**src/rtl/pit_ctrl_sequencer.sv**
```systemverilog
// pit_ctrl_sequencer: bus-side control and sequencing for a three-counter 8254 timer.
// Turns CPU byte writes into control words and 16-bit initial counts, and serves
// the counter-latch command and byte-ordered readback of each counter.
//
// Ports:
//   clk, rst_n            clock, asynchronous active-low reset
//   cs, wr, rd            chip select and one-cycle write/read strobes
//   addr, din             register select (3 = control word) and write data
//   cur0..cur2            live count value of each counter
//   count0..count2        initial count presented to each counter
//   new_count             one-cycle pulse per counter when its count is complete
//   cfg_wr                one-cycle pulse per counter on a mode-setting control word
//   mode0..mode2, bcd     per-counter mode (0-5) and BCD flag
//   dout                  registered read data, holds until the next read
module pit_ctrl_sequencer #(
    parameter int unsigned NUM_CNT = 3,
    parameter int unsigned CW      = 16
) (
    input  logic          clk,
    input  logic          rst_n,
    input  logic          cs,
    input  logic          wr,
    input  logic          rd,
    input  logic [1:0]    addr,
    input  logic [7:0]    din,
    input  logic [CW-1:0] cur0,
    input  logic [CW-1:0] cur1,
    input  logic [CW-1:0] cur2,
    output logic [CW-1:0] count0,
    output logic [CW-1:0] count1,
    output logic [CW-1:0] count2,
    output logic [2:0]    new_count,
    output logic [2:0]    cfg_wr,
    output logic [2:0]    mode0,
    output logic [2:0]    mode1,
    output logic [2:0]    mode2,
    output logic [2:0]    bcd,
    output logic [7:0]    dout
);

    localparam int unsigned NC     = 3;
    localparam int unsigned BW     = 8;
    localparam logic [1:0]  CW_ADR = 2'b11;
    localparam logic [1:0]  RW_LAT = 2'b00;
    localparam logic [1:0]  RW_LSB = 2'b01;
    localparam logic [1:0]  RW_MSB = 2'b10;
    localparam logic [1:0]  RW_16  = 2'b11;

    // Per-counter state
    logic [CW-1:0] count_q [NC];
    logic [CW-1:0] count_d [NC];
    logic [2:0]    mode_q  [NC];
    logic [2:0]    mode_d  [NC];
    logic [1:0]    rw_q    [NC];
    logic [1:0]    rw_d    [NC];
    logic [BW-1:0] lsb_q   [NC];
    logic [BW-1:0] lsb_d   [NC];
    logic [CW-1:0] latch_q [NC];
    logic [CW-1:0] latch_d [NC];
    logic [NC-1:0] wff_q, wff_d;
    logic [NC-1:0] rff_q, rff_d;
    logic [NC-1:0] latched_q, latched_d;
    logic [NC-1:0] bcd_q, bcd_d;
    logic [NC-1:0] new_count_q, new_count_d;
    logic [NC-1:0] cfg_wr_q, cfg_wr_d;
    logic [BW-1:0] dout_q, dout_d;

    logic [CW-1:0] cur [NC];
    logic          wr_en;
    logic          rd_en;
    logic [1:0]    cw_sc;
    logic [1:0]    cw_rw;
    logic [2:0]    cw_mode;
    logic [CW-1:0] rd_src;

    assign cur[0] = cur0;
    assign cur[1] = cur1;
    assign cur[2] = cur2;

    // A write wins over a simultaneous read
    assign wr_en = cs & wr;
    assign rd_en = cs & rd & ~wr;

    // Control-word fields; modes 6/7 alias to 2/3
    assign cw_sc   = din[7:6];
    assign cw_rw   = din[5:4];
    assign cw_mode = (din[3:2] == 2'b11) ? {1'b0, din[2:1]} : din[3:1];

    // Next-state decode of writes, control words and reads
    always_comb begin
        count_d     = count_q;
        mode_d      = mode_q;
        rw_d        = rw_q;
        lsb_d       = lsb_q;
        latch_d     = latch_q;
        wff_d       = wff_q;
        rff_d       = rff_q;
        latched_d   = latched_q;
        bcd_d       = bcd_q;
        new_count_d = '0;
        cfg_wr_d    = '0;
        dout_d      = dout_q;
        rd_src      = '0;

        if (wr_en) begin
            if (addr == CW_ADR) begin
                // SC=3 is the read-back command, which this block does not support
                for (int i = 0; i < int'(NC); i++) begin
                    if (cw_sc == 2'(i)) begin
                        if (cw_rw == RW_LAT) begin
                            // First latch holds until the value has been read out
                            if (!latched_q[i]) begin
                                latch_d[i]   = cur[i];
                                latched_d[i] = 1'b1;
                            end
                        end else begin
                            rw_d[i]      = cw_rw;
                            mode_d[i]    = cw_mode;
                            bcd_d[i]     = din[0];
                            wff_d[i]     = 1'b0;
                            rff_d[i]     = 1'b0;
                            latched_d[i] = 1'b0;
                            cfg_wr_d[i]  = 1'b1;
                        end
                    end
                end
            end else begin
                for (int i = 0; i < int'(NC); i++) begin
                    if (addr == 2'(i)) begin
                        unique case (rw_q[i])
                            RW_LSB: begin
                                count_d[i]     = {8'h00, din};
                                new_count_d[i] = 1'b1;
                            end
                            RW_MSB: begin
                                count_d[i]     = {din, 8'h00};
                                new_count_d[i] = 1'b1;
                            end
                            RW_16: begin
                                if (!wff_q[i]) begin
                                    lsb_d[i] = din;
                                    wff_d[i] = 1'b1;
                                end else begin
                                    count_d[i]     = {din, lsb_q[i]};
                                    wff_d[i]       = 1'b0;
                                    new_count_d[i] = 1'b1;
                                end
                            end
                            default: ;
                        endcase
                    end
                end
            end
        end else if (rd_en) begin
            if (addr == CW_ADR) begin
                dout_d = 8'h00;
            end else begin
                for (int i = 0; i < int'(NC); i++) begin
                    if (addr == 2'(i)) begin
                        // Unlatched 16-bit reads sample live count per byte and may tear
                        rd_src = latched_q[i] ? latch_q[i] : cur[i];
                        unique case (rw_q[i])
                            RW_LSB: begin
                                dout_d       = rd_src[7:0];
                                latched_d[i] = 1'b0;
                            end
                            RW_MSB: begin
                                dout_d       = rd_src[15:8];
                                latched_d[i] = 1'b0;
                            end
                            RW_16: begin
                                if (!rff_q[i]) begin
                                    dout_d   = rd_src[7:0];
                                    rff_d[i] = 1'b1;
                                end else begin
                                    dout_d       = rd_src[15:8];
                                    rff_d[i]     = 1'b0;
                                    latched_d[i] = 1'b0;
                                end
                            end
                            default: ;
                        endcase
                    end
                end
            end
        end
    end

    // State registers
    always_ff @(posedge clk or negedge rst_n) begin
        if (!rst_n) begin
            for (int i = 0; i < int'(NC); i++) begin
                count_q[i] <= '0;
                mode_q[i]  <= '0;
                rw_q[i]    <= RW_LSB;
                lsb_q[i]   <= '0;
                latch_q[i] <= '0;
            end
            wff_q       <= '0;
            rff_q       <= '0;
            latched_q   <= '0;
            bcd_q       <= '0;
            new_count_q <= '0;
            cfg_wr_q    <= '0;
            dout_q      <= '0;
        end else begin
            count_q     <= count_d;
            mode_q      <= mode_d;
            rw_q        <= rw_d;
            lsb_q       <= lsb_d;
            latch_q     <= latch_d;
            wff_q       <= wff_d;
            rff_q       <= rff_d;
            latched_q   <= latched_d;
            bcd_q       <= bcd_d;
            new_count_q <= new_count_d;
            cfg_wr_q    <= cfg_wr_d;
            dout_q      <= dout_d;
        end
    end

    assign count0    = count_q[0];
    assign count1    = count_q[1];
    assign count2    = count_q[2];
    assign mode0     = mode_q[0];
    assign mode1     = mode_q[1];
    assign mode2     = mode_q[2];
    assign bcd       = bcd_q;
    assign new_count = new_count_q;
    assign cfg_wr    = cfg_wr_q;
    assign dout      = dout_q;

endmodule

```
**config.mk**
```make
export PLATFORM = sky130hd
export DESIGN_NAME = pit_ctrl_sequencer
export DESIGN_NICKNAME = d
export VERILOG_FILES = /design/src/rtl/pit_ctrl_sequencer.sv
export SDC_FILE = /design/constraint.sdc
export NUM_CORES = 1
export LEC_CHECK = 0
export BUFFER_PORTS_ARGS = -buffer_cell sky130_fd_sc_hd__buf_4
export CORE_ASPECT_RATIO = 2
export CORE_MARGIN = 2
export CORE_UTILIZATION = 55
export DETAILED_ROUTE_END_ITERATION = 8
export PLACE_DENSITY_LB_ADDON = 0.3
export SLEW_MARGIN = 40
export SYNTH_ARGS = -nofsm -noshare
export SYNTH_HDL_FRONTEND = slang
export SYNTH_SLANG_ARGS = --single-unit
```
**constraint.sdc**
```tcl
create_clock -name clk -period 2.3 [get_ports clk]
set_input_delay 0.46 -clock clk [delete_from_list [all_inputs] [get_ports clk]]
set_output_delay 0.46 -clock clk [all_outputs]
set_load 0.01 [all_outputs]
```
* Yosys cells after proc, flatten, opt, wreduce, memory -nomap -nowiden
Index checks and enable logic that the tools add are counted.
** Word-level totals
- Logic and storage cells :: 198
- Output and inout bits :: 74
- Register bits after elaboration :: 161
** Operators by class
- Reduce and logical (&&, ||, !) cells :: 47
- Equality and inequality tests :: 30
- Muxes and demuxes :: 81
- Bitwise gates (word level) :: 10
** Operators with widths (number)
- $pmux W16 S3 :: 3
- $mux W16 :: 6
- $pmux W8 S3 :: 3
- $mux W8 :: 7
- $reduce_and A5 Y1 :: 9
- $mux W1 :: 42
- $mux W3 :: 14
- $reduce_and A7 Y1 :: 6
- $reduce_bool A2 Y1 :: 13
- $reduce_and A4 Y1 :: 6
- $eq A2 B2 Y1 const B :: 10
- $reduce_bool A3 Y1 :: 6
- $ne A2 B2 Y1 const B :: 8
- $pmux W1 S2 :: 6
- $eq A2 B1 Y1 const B :: 5
- $ne A3 B3 Y1 const B :: 3
- $ne A2 B1 Y1 const B :: 4
- $not A1 Y1 :: 7
- $logic_not A2 Y1 :: 3
- $reduce_or A2 Y1 :: 3
- $and A1 B1 Y1 :: 3
- $reduce_and A2 Y1 :: 1

* Logic depth before layout (Yosys ltp)
- Word-level depth :: 9
- Gate-level depth with buffers :: 9
- Mapped depth without buffers :: 7

* Worst setup path before layout
OpenSTA, ideal clock, no wires.
- Path kind :: input to register
- Start :: input port addr[0]
- End :: register count_q (netlist bit count0[6])
- Data required time :: 2165 ps
- Setup time :: 135 ps
- Setup slack :: 263 ps
- Stages on the path :: 7
- Data arrival time :: 1901 ps
- Cells stage by stage :: ha_1 -> nand3b_1 -> or3_1 -> clkbuf_1 -> clkbuf_1 -> nand2_1 -> o21ai_0
** Between the ends
- Longest elaborated chain between the ends :: 3
** RTL lines
- start, declared :: line 24 : input logic [1:0] addr,
- $eq A2 B2 Y1 :: line 106 : if (addr == CW_ADR) begin
- $not A1 Y1 (no source line)
- $reduce_and A5 Y1 (no source line) (*)
- end signal, assigned :: line 207 : count_q <= count_d;
- end, declared :: line 50 : logic [CW-1:0] count_q [NC];
Every way passes the cells marked *; elsewhere a longest branch is shown, timed or not.
A chain may end at the register's enable or synchronous reset.

* Final worst setup path
- Start :: register rw_q[4] (netlist name)
- End :: register dout_q[7] (netlist: dout[7])
** Between the ends
- Longest elaborated chain between the ends :: 8
** RTL lines
- start, declared :: line 54 : logic [1:0] rw_q [NC];
- start signal, assigned :: line 209 : rw_q <= rw_d;
- $eq A2 B2 Y1 / $eq A2 B1 Y1 (equally long branches) :: line 162 : unique case (rw_q[i])
- $pmux W8 S3 (*) :: line 162
- $mux W8 (*) :: line 159 : if (addr == 2'(i)) begin
- $pmux W8 S3 :: line 162
- $mux W8 (*) :: line 159
- $pmux W8 S3 :: line 162
- $mux W8 (*) :: line 159
- $mux W8 (*) :: line 155 : if (addr == CW_ADR) begin
- end signal, assigned :: line 218 : dout_q <= dout_d;
- end, declared :: line 66 : logic [BW-1:0] dout_q, dout_d;
Marks and branches as above.

==> run_results.csv <==
group,metric,value,unit
synthesis,synth_edf_count,0,
synthesis,ys_seq_area_frac,0.509,
synthesis,synth_area_per_cell,10.8,um2
synthesis,ys_ff_latch,161,
synthesis,syn_area,7920,um2
setup_path,worstPathArrival,2.32,ns
timing,finalMaxSlewViolations,0,
floorplanning,die_x,88.8,um
grt,track_usage,0.262,
route,wl_per_cell,17.9,um
route,via_count,6086,
final_layout,antennaDiodeCount,0,
floorplanning,die_h,174,um
setup_path,r2r-end,"dout[7]$_DFFE_PN0P_",
min_path,holdPathStages,2,
route,viasPerCell,5.64,
route,wirelength,19300,um
setup_path,startpoint,"rw_q[4]$_DFFE_PN1P_",
min_path,hold_path.class,"primary input to flop",
synthesis,synth.most_common_cell,"dfrtp_1",
timing,fmax,0.491,GHz
route,drc_errors,0,
synthesis,syn_inst,732,
final_layout,final_nets,956,
status,status,"finished clean",
synthesis,synth_top_cell_by_area,"dfrtp_1",
route,drtIter0Drc,455,
timing,fin_crit,2.04,ns
setup_path,rrSetupSlack,0.26,ns
floorplanning,coreArea,14200,um2
final_layout,drive_above_1_share,0.351,
setup_path,cp_max_fo,8,
floorplanning,num_rows,62,
setup_path,r2r_start,"rw_q[4]$_DFFE_PN1P_",
floorplanning,start_util,0.558,
clock_tree,clock_latency,0.43,ns
final_layout,regArea,4030,um2
final_layout,final_core_util,0.699,
clock_tree,root_buffer,"clkbuf_16",
timing,relSlewSlack,0.627,
timing,finClkSkew,0.00890,ns
clock_tree,clk_pin_slew,0.07,ns
floorplanning,dieArea,15400,um2
clock_tree,htreeDepth,4,
final_layout,nFillCells,1089,
placed_design,post-dp-hpwl,13900,um
grt,antenna_found_initial,0,
synthesis,yosysTopAreaCellShare,0.499,
route,ant_nets,0,
timing,hold_viol_final,0,
final_layout,syn_to_final_growth,25.3,%
timing,finalSetupTns,0,ns
grt,grt_start_max_net_pins,65,
min_path,min_to,"latch_q[38]$_DFFE_PN0P_",
timing,rsz0062_at_grt,"no",
synthesis,synth_cell_types,44,
grt,grt_pass1_wl,30800,um
synthesis,synth_flop_cell,"dfrtp_1",
grt,grt.overflow.total,0,
setup_path,startpoint_type,"flop",
clock_tree,clock_path_buffers,2,
grt,grt_pass1_vias,6076,
synthesis,yosysWarnings,0,
route,drt-pass1-iter-count,4,
timing,worst_pin_slew,0.545,ns
placed_design,port_buffers,136,
placed_design,gp_congestion,0.927,
timing,setup_violations,0,
clock_tree,cts_sinks,161,
timing,fin_crit_sh,0.885,
floorplanning,ios,137,
min_path,min_from,"cur0[6]",
clock_tree,cts_tree,"done",
setup_path,reg2regPathDepth,6,
synthesis,synth_area_leaders,"dfrtp_1 (50%), mux2_2 (12%), mux2i_1 (6.3%)",
setup_path,critPathCaptureType,"flop",
power,worst_ir_drop_vdd,0.000557,V
synthesis,yosys-top-cells-count,"dfrtp_1 (158), mux2_2 (83), nand2_1 (78), o21ai_0 (67), a21oi_1 (52)",
setup_path,path_class,"flop to flop",
power,powerDensity,832,nW/um2
power,power,8250,uW
job,drv_cap,0,
setup_path,required,2.59,ns
clock_tree,numCtsBuffers,17,
final_layout,multi_input_area,3620,um2
synthesis,synthArstFlopShare,1.00,
power,p_leak,0.00487,uW
synthesis,syn_nets,813,
## layout by cell type (no fill, tap or decap), drive strengths merged, types with 3 or more instances in the layout
cell type / instances
ha: 18
buf: 172
inv: 24
dfstp: 3
o311ai: 8
clkbuf: 17
o31ai: 6
a22oi: 10
nand2b: 10
nor3: 31
dfrtp: 158
nor2b: 5
nand2: 79
a21oi: 52
o21ai: 67
nor3b: 12
mux2i: 50
mux2: 93
nor2: 34
nand3: 8
or3: 4
clkinv: 4
## where the power goes
group          switching [uW]  internal [uW]
sequential                242           3170
combinational             995            930
clock                    1260           1650
total                    2500           5760
## kinds of logic (layout without fill, tap and decap cells)
kind of cell,count (synthesis),count (layout),share of synthesized area
adders and majority gates,18,18,0.0284
buffers and inverters,64,220,0.0332
muxes,143,143,0.200
and+or+nand+nor,190,190,0.116
DFF,161,161,0.509
AOI/OAI and AO/OA,156,156,0.113
## state kept, by name, indices dropped and copies added (netlist names), 6 cells and up
register	flops
count0	16
count1	16
count2	16
dout	8
latch_q	48
lsb_q	24
rw_q	6
## metrics by stage
step | cells | worst slack [ns] | hold slack [ns] | cell area, um2
2_1_floorplan | 732 | 0.263 | 0.164 | 7920
3_3_place_gp | 1047 | 0.136 | 0.399 | 9300
3_5_place_dp | 1047 | 0.0856 | 0.402 | 9300
4_1_cts | 1080 | 0.173 | 0.252 | 9920
5_1_grt | 1080 | 0.0741 | 0.256 | 9920
6_report | 1080 | 0.264 | 0.267 | 9920
## area by class of cell
type	instances	area share
sequential	161	0.407
tap	192	0.0242
multi-input combinational	507	0.365
clock inverter	15	0.0187
clock buffer	17	0.0429
inverter	15	0.00580
timing repair buffer	173	0.137
## critical path: stages (launching register included)
cell and delay, ns:
dfstp_2 0.59, inv_1 0.08, ha_1 0.19, nand2b_1 0.23
nand2b_1 0.32, nor3_1 0.34, o311ai_0 0.15
## metal layers
layer / GRT usage / share of wire / vias to the layer above
met5: 0 / 0 / -
met4: 0.114 / 0.029 / 0
met2: 0.415 / 0.51 / 182
met1: 0.338 / 0.41 / 2997
li1: - / - / 2873
met3: 0.0590 / 0.050 / 34
## repair_timing
| action | CTS | global route |
|---|---|---|
| setup buffers | 0 | 0 |
| hold endpoints to repair | 40 | 0 |
| hold buffers | 1 | 0 |
| resized for setup | 0 | 1 |
| endpoints found under the setup margin | 0 | 1 |
## worst max-delay path by stage
stage	endpoint	cells past startpoint
floorplan	count0[6]$_DFFE_PN0P_	7
global placement	mode2[2]$_DFFE_PN0P_	6
detailed placement	mode0[2]$_DFFE_PN0P_	6
CTS	dout[2]$_DFFE_PN0P_	6
global route	dout[1]$_DFFE_PN0P_	7
finish	dout[7]$_DFFE_PN0P_	6
(Power assumes the default switching activity.)
